[config.mk]
export PLATFORM = sky130hd
export DESIGN_NAME = fpu_write_burst_controller
export DESIGN_NICKNAME = d
export VERILOG_FILES = /design/src/rtl/fpu_mem_pkg.sv /design/src/rtl/fpu_beat_packer.sv /design/src/rtl/fpu_write_burst_controller.sv
export SDC_FILE = /design/constraint.sdc
export NUM_CORES = 1
export LEC_CHECK = 0
export ABC_AREA = 1
export CAP_MARGIN = 20
export CORE_UTILIZATION = 57
export CTS_BUF_LIST = sky130_fd_sc_hd__clkbuf_8
export CTS_CLUSTER_SIZE = 14
export DETAILED_ROUTE_END_ITERATION = 6
export PLACE_DENSITY = 0.86
export SYNTH_ARGS = -nofsm -noshare
export SYNTH_HDL_FRONTEND = slang
export SYNTH_HIERARCHICAL = 1
export SYNTH_SLANG_ARGS = --single-unit
export TNS_END_PERCENT = 30
[constraint.sdc]
create_clock -name clk -period 7.1 [get_ports clk]
set_clock_uncertainty 0.1 [all_clocks]
set_input_delay 1.42 -clock clk [delete_from_list [all_inputs] [get_ports clk]]
set_output_delay 1.42 -clock clk [all_outputs]
set_load 0.01 [all_outputs]
[src/rtl/fpu_mem_pkg.sv]
// Shared types and helpers for the FPU memory write path.
// The localparams describe the default buffer geometry.
package fpu_mem_pkg;

    typedef enum logic [1:0] {
        ST_IDLE,
        ST_FETCH,
        ST_SEND,
        ST_FIN
    } state_e;

    localparam int DEF_BUFFER_DEPTH = 512;
    localparam int DEF_COL_WIDTH    = 10;
    localparam int BADDR_BITS       = $clog2(DEF_BUFFER_DEPTH);
    localparam int WADDR_BITS       = $clog2(DEF_COL_WIDTH - 2);
    localparam int RADDR_BITS       = BADDR_BITS + WADDR_BITS;

    // The beat size is a power of two, so the ceiling divide becomes a shift.
    function automatic int unsigned beats_per_row(input int unsigned width,
                                                  input int unsigned lane_bits);
        return (width + (32'd1 << lane_bits) - 32'd1) >> lane_bits;
    endfunction

endpackage

[src/rtl/fpu_beat_packer.sv]
// Assembles buffer bytes into one DRAM beat and tracks which lanes hold data.
// The lanes and strobes are emptied when the beat is accepted.
module fpu_beat_packer #(
    parameter  int BEAT_BYTES = 8,
    localparam int LANE_BITS  = $clog2(BEAT_BYTES)
) (
    input  logic                    clk,
    input  logic                    rst,
    input  logic                    cap_i,
    input  logic [LANE_BITS-1:0]    lane_i,
    input  logic [7:0]              data_i,
    input  logic                    clear_i,
    output logic [8*BEAT_BYTES-1:0] wdata_o,
    output logic [BEAT_BYTES-1:0]   wstrb_o
);

    logic [8*BEAT_BYTES-1:0] wdata_q;
    logic [BEAT_BYTES-1:0]   wstrb_q;

    // NOTE: clocked state uses non-blocking assignments, so every register samples pre-edge values.
    // NOTE: the lane register is reset and cleared along with the strobes, so the
    // unfilled lanes of a partial beat go out as zero.
    always_ff @(posedge clk or posedge rst) begin
        if (rst) begin
            wdata_q <= '0;
            wstrb_q <= '0;
        end else if (clear_i) begin
            wdata_q <= '0;
            wstrb_q <= '0;
        end else if (cap_i) begin
            wdata_q[{lane_i, 3'b000} +: 8] <= data_i;
            wstrb_q[lane_i]                <= 1'b1;
        end
    end

    assign wdata_o = wdata_q;
    assign wstrb_o = wstrb_q;

endmodule

[src/rtl/fpu_write_burst_controller.sv]
// Drains one column write buffer to DRAM as byte-packed beats, one row at a time.
// A row address register adds the stride once per row, so no multiplier is needed.
module fpu_write_burst_controller
    import fpu_mem_pkg::*;
#(
    parameter  int BUFFER_DEPTH = DEF_BUFFER_DEPTH,
    parameter  int COL_WIDTH    = DEF_COL_WIDTH,
    parameter  int BEAT_BYTES   = 8,
    parameter  int NUM_BUFS     = 2,
    parameter  int ADDR_WIDTH   = 32,
    localparam int C_BITS       = $clog2(BUFFER_DEPTH),
    localparam int R_BITS       = $clog2(COL_WIDTH - 2),
    localparam int SEL_W        = (NUM_BUFS > 1) ? $clog2(NUM_BUFS) : 1
) (
    input  logic                    clk,
    input  logic                    rst,
    input  logic                    start_i,
    input  logic [SEL_W-1:0]        buf_sel_i,
    input  logic [ADDR_WIDTH-1:0]   base_address_i,
    input  logic [ADDR_WIDTH-1:0]   row_stride_i,
    input  logic [C_BITS:0]         width_i,
    input  logic [R_BITS:0]         height_i,
    output logic                    busy_o,
    output logic                    done_o,
    output logic                    err_o,
    output logic [SEL_W-1:0]        buf_rd_sel_o,
    output logic [C_BITS+R_BITS-1:0] buf_rd_addr_o,
    input  logic [7:0]              buf_rd_data_i,
    output logic                    dram_valid_o,
    input  logic                    dram_ready_i,
    output logic [ADDR_WIDTH-1:0]   dram_addr_o,
    output logic [8*BEAT_BYTES-1:0] dram_wdata_o,
    output logic [BEAT_BYTES-1:0]   dram_wstrb_o
);

    localparam int              LANE_BITS  = $clog2(BEAT_BYTES);
    localparam logic [C_BITS:0] MAX_WIDTH  = (C_BITS + 1)'(BUFFER_DEPTH);
    localparam logic [R_BITS:0] MAX_HEIGHT = (R_BITS + 1)'(COL_WIDTH - 2);

    state_e                  state_q, state_d;
    logic [SEL_W-1:0]        sel_q, sel_d;
    logic [ADDR_WIDTH-1:0]   row_addr_q, row_addr_d;
    logic [ADDR_WIDTH-1:0]   stride_q, stride_d;
    logic [C_BITS:0]         width_q, width_d;
    logic [R_BITS:0]         height_q, height_d;
    logic [C_BITS-1:0]       col_q, col_d;
    logic [R_BITS-1:0]       row_q, row_d;
    logic                    issued_q, issued_d;
    logic                    pend_q, pend_d;
    logic [LANE_BITS-1:0]    pend_lane_q, pend_lane_d;
    logic                    pend_last_q, pend_last_d;
    logic                    err_q, err_d;
    logic [C_BITS+R_BITS-1:0] rd_addr;

    logic              last_col, last_row, issue_last, last_beat_in_row, accept, cap;
    logic [C_BITS-1:0] beat_col;

    assign last_col   = ({1'b0, col_q} == (width_q - (C_BITS + 1)'(1)));
    assign last_row   = ({1'b0, row_q} == (height_q - (R_BITS + 1)'(1)));
    assign issue_last = (&col_q[LANE_BITS-1:0]) || last_col;
    assign last_beat_in_row =
        ((32'(col_q) >> LANE_BITS) == (beats_per_row(32'(width_q), LANE_BITS) - 32'd1));
    assign beat_col   = {col_q[C_BITS-1:LANE_BITS], {LANE_BITS{1'b0}}};
    assign accept     = (state_q == ST_SEND) && dram_ready_i;
    assign cap        = (state_q == ST_FETCH) && pend_q;

    always_ff @(posedge clk or posedge rst) begin
        if (rst) begin
            state_q     <= ST_IDLE;
            sel_q       <= '0;
            row_addr_q  <= '0;
            stride_q    <= '0;
            width_q     <= '0;
            height_q    <= '0;
            col_q       <= '0;
            row_q       <= '0;
            issued_q    <= 1'b0;
            pend_q      <= 1'b0;
            pend_lane_q <= '0;
            pend_last_q <= 1'b0;
            err_q       <= 1'b0;
        end else begin
            state_q     <= state_d;
            sel_q       <= sel_d;
            row_addr_q  <= row_addr_d;
            stride_q    <= stride_d;
            width_q     <= width_d;
            height_q    <= height_d;
            col_q       <= col_d;
            row_q       <= row_d;
            issued_q    <= issued_d;
            pend_q      <= pend_d;
            pend_lane_q <= pend_lane_d;
            pend_last_q <= pend_last_d;
            err_q       <= err_d;
        end
    end

    always_comb begin
        // NOTE: every next-state value gets its default first, so no path infers a latch.
        state_d     = state_q;
        sel_d       = sel_q;
        row_addr_d  = row_addr_q;
        stride_d    = stride_q;
        width_d     = width_q;
        height_d    = height_q;
        col_d       = col_q;
        row_d       = row_q;
        issued_d    = issued_q;
        pend_d      = 1'b0;
        pend_lane_d = pend_lane_q;
        pend_last_d = 1'b0;
        err_d       = 1'b0;
        rd_addr     = '0;

        unique case (state_q)
            ST_IDLE: begin
                if (start_i) begin
                    if ((width_i > MAX_WIDTH) || (height_i > MAX_HEIGHT)) begin
                        err_d = 1'b1;
                    end else if ((width_i == '0) || (height_i == '0)) begin
                        state_d = ST_FIN;
                    end else begin
                        sel_d      = buf_sel_i;
                        row_addr_d = base_address_i;
                        stride_d   = row_stride_i;
                        width_d    = width_i;
                        height_d   = height_i;
                        col_d      = '0;
                        row_d      = '0;
                        issued_d   = 1'b0;
                        state_d    = ST_FETCH;
                    end
                end
            end
            ST_FETCH: begin
                // Reads are pipelined: one address out per cycle, its byte lands a cycle later.
                if (!issued_q) begin
                    rd_addr     = {col_q, row_q};
                    pend_d      = 1'b1;
                    pend_lane_d = col_q[LANE_BITS-1:0];
                    pend_last_d = issue_last;
                    if (issue_last) issued_d = 1'b1;
                    else            col_d    = col_q + C_BITS'(1);
                end
                if (pend_q && pend_last_q) state_d = ST_SEND;
            end
            ST_SEND: begin
                if (dram_ready_i) begin
                    issued_d = 1'b0;
                    state_d  = ST_FETCH;
                    if (!last_beat_in_row) begin
                        col_d = col_q + C_BITS'(1);
                    end else if (last_row) begin
                        state_d = ST_FIN;
                    end else begin
                        row_d      = row_q + R_BITS'(1);
                        col_d      = '0;
                        row_addr_d = row_addr_q + stride_q;
                    end
                end
            end
            ST_FIN:  state_d = ST_IDLE;
            default: state_d = ST_IDLE;
        endcase
    end

    fpu_beat_packer #(.BEAT_BYTES(BEAT_BYTES)) u_packer (
        .clk     (clk),
        .rst     (rst),
        .cap_i   (cap),
        .lane_i  (pend_lane_q),
        .data_i  (buf_rd_data_i),
        .clear_i (accept),
        .wdata_o (dram_wdata_o),
        .wstrb_o (dram_wstrb_o)
    );

    assign busy_o        = (state_q == ST_FETCH) || (state_q == ST_SEND);
    assign done_o        = (state_q == ST_FIN);
    assign err_o         = err_q;
    assign buf_rd_sel_o  = sel_q;
    assign buf_rd_addr_o = rd_addr;
    assign dram_valid_o  = (state_q == ST_SEND);
    assign dram_addr_o   = row_addr_q + ADDR_WIDTH'(beat_col);

endmodule

==> results of run 1 <==
-- routing by layer --
| layer | part of all wire [%] | vias up |
|---|---|---|
| li1 | - | 5277 |
| met1 | 44 | 5165 |
| met2 | 45 | 501 |
| met3 | 8.3 | 60 |
| met4 | 2.9 | 0 |
| met5 | 0 | - |
-- stage by stage --
step                setup WS, ns  cell area [µm²]  instances
floorplan                   2.96            11300       1500
global placement            2.07            13500       1936
detailed placement          1.92            13500       1936
CTS                         1.32            13900       1968
global route                1.10            13900       1968
finish                      1.33            13900       1968
-- sequential cells by signal (all words and copies together) (netlist names), 3 cells and up --
signal / flops
row_addr_q: 32
height_q: 4
stride_q: 32
width_q: 10
u_packer/wstrb_o: 8
u_packer/wdata_o: 64
col_q: 9
row_q: 3
pend_lane_q: 3
-- worst register-to-register path: stages (launching register included) --
cell and delay [ns]:
dfrtp_1 0.44, inv_2 0.14, ha_1 0.29, nand2_2 0.12, nand2_1 0.07, nand2_1 0.06, nand2_1 0.11, nand2_2 0.10
nor2_4 0.17, nand4_1 0.14, nor2_1 0.14, ha_1 0.14, nand2_1 0.05, nor2_1 0.08, o21ai_0 0.09, nor2_1 0.13
nand3_1 0.10, nor2_1 0.15, nand2_1 0.10, o21ai_2 0.11, buf_4 0.33, nand2_2 0.71, nor2_1 0.35, a21oi_2 0.05
-- power by group --
part	leakage, nW	total (mW)	switching [mW]	internal [mW]
registers	2.22	1.61	0.312	1.30
clock network	0.207	0.722	0.448	0.274
logic	4.32	3.54	2.19	1.36
total	6.75	5.87	2.95	2.93
-- final cells by class --
cell class | count | area (µm²) | share of cell area (%)
multi-input combinational | 1125 | 6120 | 43.9
sequential | 172 | 4300 | 30.9
timing repair buffer | 217 | 2160 | 15.5
inverter | 157 | 592 | 4.25
tap | 265 | 332 | 2.38
clock buffer | 17 | 234 | 1.68
clock inverter | 15 | 190 | 1.37
-- worst paths after layout --
check | start | to | cells after the start
worst max-delay path | col_q[3] | dram_addr_o[31] | 12
max in group asynchronous | rst | row_addr_q[31] | 3
worst max register to register | width_q[0] | row_addr_q[4] | 23
min in group asynchronous | rst | stride_q[13] | 2
worst min register to register | issued_q | pend_q | 1
worst min-delay path | issued_q | pend_q | 1
-- layout by cell type, fill, tap and decap left out, types with 6 or more instances in the layout --
| cell type | synthesis | layout |
|---|---|---|
| nand3_1 | 157 | 157 |
| nor3_1 | 20 | 20 |
| clkinv_8 | 0 | 6 |
| o21bai_1 | 8 | 8 |
| o21ai_0 | 67 | 67 |
| buf_4 | 7 | 6 |
| o21ai_1 | 29 | 29 |
| dfrtp_1 | 172 | 172 |
| clkbuf_8 | 0 | 17 |
| clkdlybuf4s50_1 | 0 | 211 |
| a21oi_1 | 62 | 62 |
| nand4_1 | 22 | 22 |
| inv_1 | 146 | 144 |
| nor2_2 | 12 | 12 |
| inv_2 | 10 | 11 |
| xor2_1 | 39 | 39 |
| xnor2_1 | 13 | 13 |
| a21oi_2 | 6 | 6 |
| ha_1 | 52 | 52 |
| nor2_1 | 114 | 114 |
| nand2_2 | 12 | 12 |
| or2_2 | 7 | 7 |
| nand2_1 | 422 | 422 |
| mux2_2 | 32 | 32 |
-- cells by family (layout without fill, tap and decap cells) --
logic type | count (synthesis) | in the layout | share of synthesized area (%)
flops | 172 | 172 | 38.3
compound gates | 191 | 191 | 9.49
fa+ha+maj | 54 | 54 | 6.14
simple gates | 792 | 792 | 30.8
buf+inv | 203 | 406 | 7.41
xor+xnor | 54 | 54 | 4.50
mux | 34 | 34 | 3.38
==> impl_metrics.ini, run 1 <==
[logic_synthesis]
synthesis.nets = 1645
synth_top_area_share_pct = 38.3
synth_cells = 1500
syn-cell-area_um2 = 11300
synth.area.top_cells = dfrtp_1, nand2_1, nand3_1
synth_flop_cell = dfrtp_1
synthArstFlopShare_pct = 100
synth_edf_count = 0
synth-seq-cells = 172
synth.distinct_cells = 53
synth_top_area_cell = dfrtp_1
syn-mean-instance-area_um2 = 7.50
synth_commonest_cells = nand2_1, dfrtp_1, nand3_1, inv_1, nor2_1
synth_warnings = 6
yosysSeqAreaShare_pct = 38.3
synth.most_common_cell = nand2_1

[cells_and_area]
area_growth_pct = 23.8
nets = 1835
num_antenna_cells = 0
drive_gt1_share_pct = 7.99
fillers = 1564
final_util_pct = 71.8

[global_route]
grt_pass1_wl_um = 51100
grt_antenna_before_repair = 2
grt_util_met1_pct = 43.7
grt_max_degree = 73
grt_pass1_vias = 10251
grt_use_met3_pct = 6.73
grt-ovfl-total = 0
grtUsageTotal_pct = 32.2
use_met2_pct = 50.8
grt.busiest_layer = met2

[clocking]
cts_max_level = 4
cts_sinks = 172
path_clk_slew_ns = 0.11
cts_buffers = 17
clk_latency_ns = 0.49
post-cts-setup-buffers = 0
root_buffer = clkbuf_8
ctsHoldBuffers = 0
post_cts_resized = 0
clockBufferDepth = 2
cts_tree = done

[worst_setup_path]
ff2ff_setup_slack_ns = 2.72
crit_type = flop to output pin
end_kind = output pin
cp_slowest_cell = clkdlybuf4s50_1
cpLargestDelayFamily = simple AND/OR/NAND/NOR gates
startpoint_type = flop
worstPathBufferInverterCount = 2
required_ns = 5.58
cp.arrival_ns = 4.25
crit_fanout = 6
cpPeakStageDelay_ns = 0.56
crit_chain = ha_1 > inv_1 > fa_1 > o21ai_1 > a21oi_1 > o21ai_1 > nand2_1 > nor3_1 > nand2_1 > nor3_1 > xor2_1 > clkdlybuf4s50_1

[die]
num_io_pins = 212
die_h_um = 143
rows = 51
start_util_pct = 58.0
dieWidth_um = 143
core_area_um2 = 19400
dieArea_um2 = 20300

[timing]
hold-worst-slack_ns = 0.336
final_hold_viol_count = 0
period_share_pct = 81.2
rsz0062_at_grt = false
setup_viol = 0
report.final.slew_viol_count = 0
fmax_mhz = 173
tightest_slew_ns = 1.07
slew_headroom_pct = 28.7
fin_tns_setup_ns = 0
min_period_ns = 5.77

[hold_path]
hold_path.class = flop to flop

[status]
violations = design-rule violations
outcome = finished, violations left

[power_and_ir_drop]
pwr_density_cell_nw_per_um2 = 422
ir_drop_mv = 0.221
p_leak_nw = 6.75
p_total_mw = 5.87

[routing]
vias_per_cell = 5.59
ant_nets = 0
num_vias = 11003
wirelength_um = 31600
route.detailed.drc = 16
post_drt_wl_per_cell_um = 16.0
first_pass_iters = 7
drtIter0Drc = 911

[job]
cap_violations = 0

[placed_design]
routabilityCongestion = 0.972
io_buffer_count = 211
hpwl_um = 23800
(Power assumes the default switching activity.)
==> run 2, diff against run 1 <==
--- a/config.mk
+++ b/config.mk
@@ -7,11 +7,11 @@
 export LEC_CHECK = 0
 export ABC_AREA = 1
 export CAP_MARGIN = 20
-export CORE_UTILIZATION = 57
+export CORE_UTILIZATION = 55
 export CTS_BUF_LIST = sky130_fd_sc_hd__clkbuf_8
 export CTS_CLUSTER_SIZE = 14
 export DETAILED_ROUTE_END_ITERATION = 6
-export PLACE_DENSITY = 0.86
+export PLACE_DENSITY = 0.84
 export SYNTH_ARGS = -nofsm -noshare
 export SYNTH_HDL_FRONTEND = slang
 export SYNTH_HIERARCHICAL = 1
==> constraint.sdc (replaced) <==
create_clock -name clk -period 5.85 [get_ports clk]
set_clock_uncertainty 0.1 [all_clocks]
set_input_delay 1.17 -clock clk [delete_from_list [all_inputs] [get_ports clk]]
set_output_delay 1.17 -clock clk [all_outputs]
set_load 0.01 [all_outputs]
==> impl_metrics.ini, run 2 (synthesis gave the netlist of run 1 again) <==
[status]
outcome = finished clean

[timing]
period_share_pct = 92.0
tightest_slew_ns = 1.03
slew_headroom_pct = 31.5
fmax_mhz = 186
final_hold_viol_count = 0
setup_viol = 0
rsz0062_at_grt = false
fin_tns_setup_ns = 0
worst_slack_ns = 0.468
report.final.slew_viol_count = 0
min_period_ns = 5.38

[placed_design]
pre_cts_slack_ns = 1.04
routabilityCongestion = 0.970
io_buffer_count = 211
hpwl_um = 24000

[routing]
post_drt_wl_per_cell_um = 16.0
num_vias = 10880
wirelength_um = 31500
first_pass_iters = 7
route.detailed.drc = 0
ant_nets = 0
drtIter0Drc = 957
vias_per_cell = 5.52

[worst_setup_path]
cpLargestDelayFamily = simple AND/OR/NAND/NOR gates
cpPeakStageDelay_ns = 0.55
cp_slowest_cell = clkdlybuf4s50_1
required_ns = 4.58
crit_type = flop to output pin
crit_chain = ha_1 > inv_1 > fa_1 > o21ai_1 > a21oi_1 > o21ai_1 > nand2_1 > nor3_1 > nand2_1 > inv_1 > nand2_1 > nor2_1 > nand2_1 > xnor2_1 > clkdlybuf4s50_1
startpoint_type = flop
worstPathBufferInverterCount = 3
cp.arrival_ns = 4.11
crit_fanout = 6
crit_top_cell = nand2_1
end_kind = output pin
ff2ff_setup_slack_ns = 1.81

[die]
die_h_um = 145
dieWidth_um = 145
dieArea_um2 = 21000
num_io_pins = 212
start_util_pct = 56.9
rows = 51
core_area_um2 = 19800

[clocking]
cts_max_level = 4
root_buffer = clkbuf_8
clockBufferDepth = 2
post_cts_resized = 0
post-cts-setup-buffers = 0
clk_latency_ns = 0.48
cts_buffers = 17
cts_tree = done
ctsHoldBuffers = 0
path_clk_slew_ns = 0.12
cts_sinks = 172

[power_and_ir_drop]
ir_drop_mv = 0.307
pwr_density_cell_nw_per_um2 = 511
p_leak_nw = 6.75

[job]
cap_violations = 0

[global_route]
grtUsageTotal_pct = 30.8
grt_pass1_vias = 10162
use_met2_pct = 48.2
grt_use_met3_pct = 4.43
grt_max_degree = 67
grt_util_met1_pct = 43.5
grt_pass1_wl_um = 52300
grt_antenna_before_repair = 0
grt-ovfl-total = 0
grt.busiest_layer = met2

[cells_and_area]
drive_gt1_share_pct = 8.09
area_growth_pct = 23.9
largest_register_ffs = 64
layout_commonest_cell = nand2_1
layout_common_cells = nand2_1, clkdlybuf4s50_1, dfrtp_1
nets = 1837
num_antenna_cells = 0

[hold_path]
hold_path.class = flop to flop
==> run 2: layout make-up <==
type / instances / area (µm²)
multi-input cells: 1125 / 6120
fillers: 1661 / 5840
flip-flops and latches: 172 / 4300
repair buffers: 219 / 2180
inverters: 157 / 592
well taps: 265 / 332
clock buffers: 17 / 234
clock inverters: 15 / 171
==> run 2: path summary, 6_finish.rpt <==
| kind | to | cells after the start | from |
|---|---|---|---|
| max in group asynchronous | stride_q[30] | 3 | rst |
| worst min-delay path | pend_q | 1 | issued_q |
| worst max register to register | row_addr_q[17] | 23 | width_q[0] |
| worst max-delay path | dram_addr_o[23] | 15 | col_q[3] |
| min in group asynchronous | pend_lane_q[1] | 2 | rst |
| worst min register to register | pend_q | 1 | issued_q |
==> run 2: metrics by stage <==
step                power (mW)  hold WS (ns)  std cells  utilization (%)  cell area [µm²]
floorplan                 4.88         0.318       1500                -            11300
global route              7.70         0.356       1970             70.5            13900
CTS                       7.06         0.338       1970             70.5            13900
detailed placement        6.18         0.339       1938             68.4            13500
global placement          6.08         0.328       1938             68.4            13500
finish                    7.12         0.334       1970             70.5            13900
==> run 2: per-layer routing <==
metal	part of all wire, %	routed length, µm	up-vias
met5	0	0	-
met4	2.5	787	0
met3	8.2	2580	55
met2	45	14200	496
met1	44	13900	5046
li1	-	-	5283
==> run 2: power breakdown <==
group	internal (mW)	switching (mW)	leakage (nW)	total, mW
logic	1.66	2.65	4.33	4.31
clock network	0.325	0.534	0.198	0.859
registers	1.57	0.378	2.22	1.95
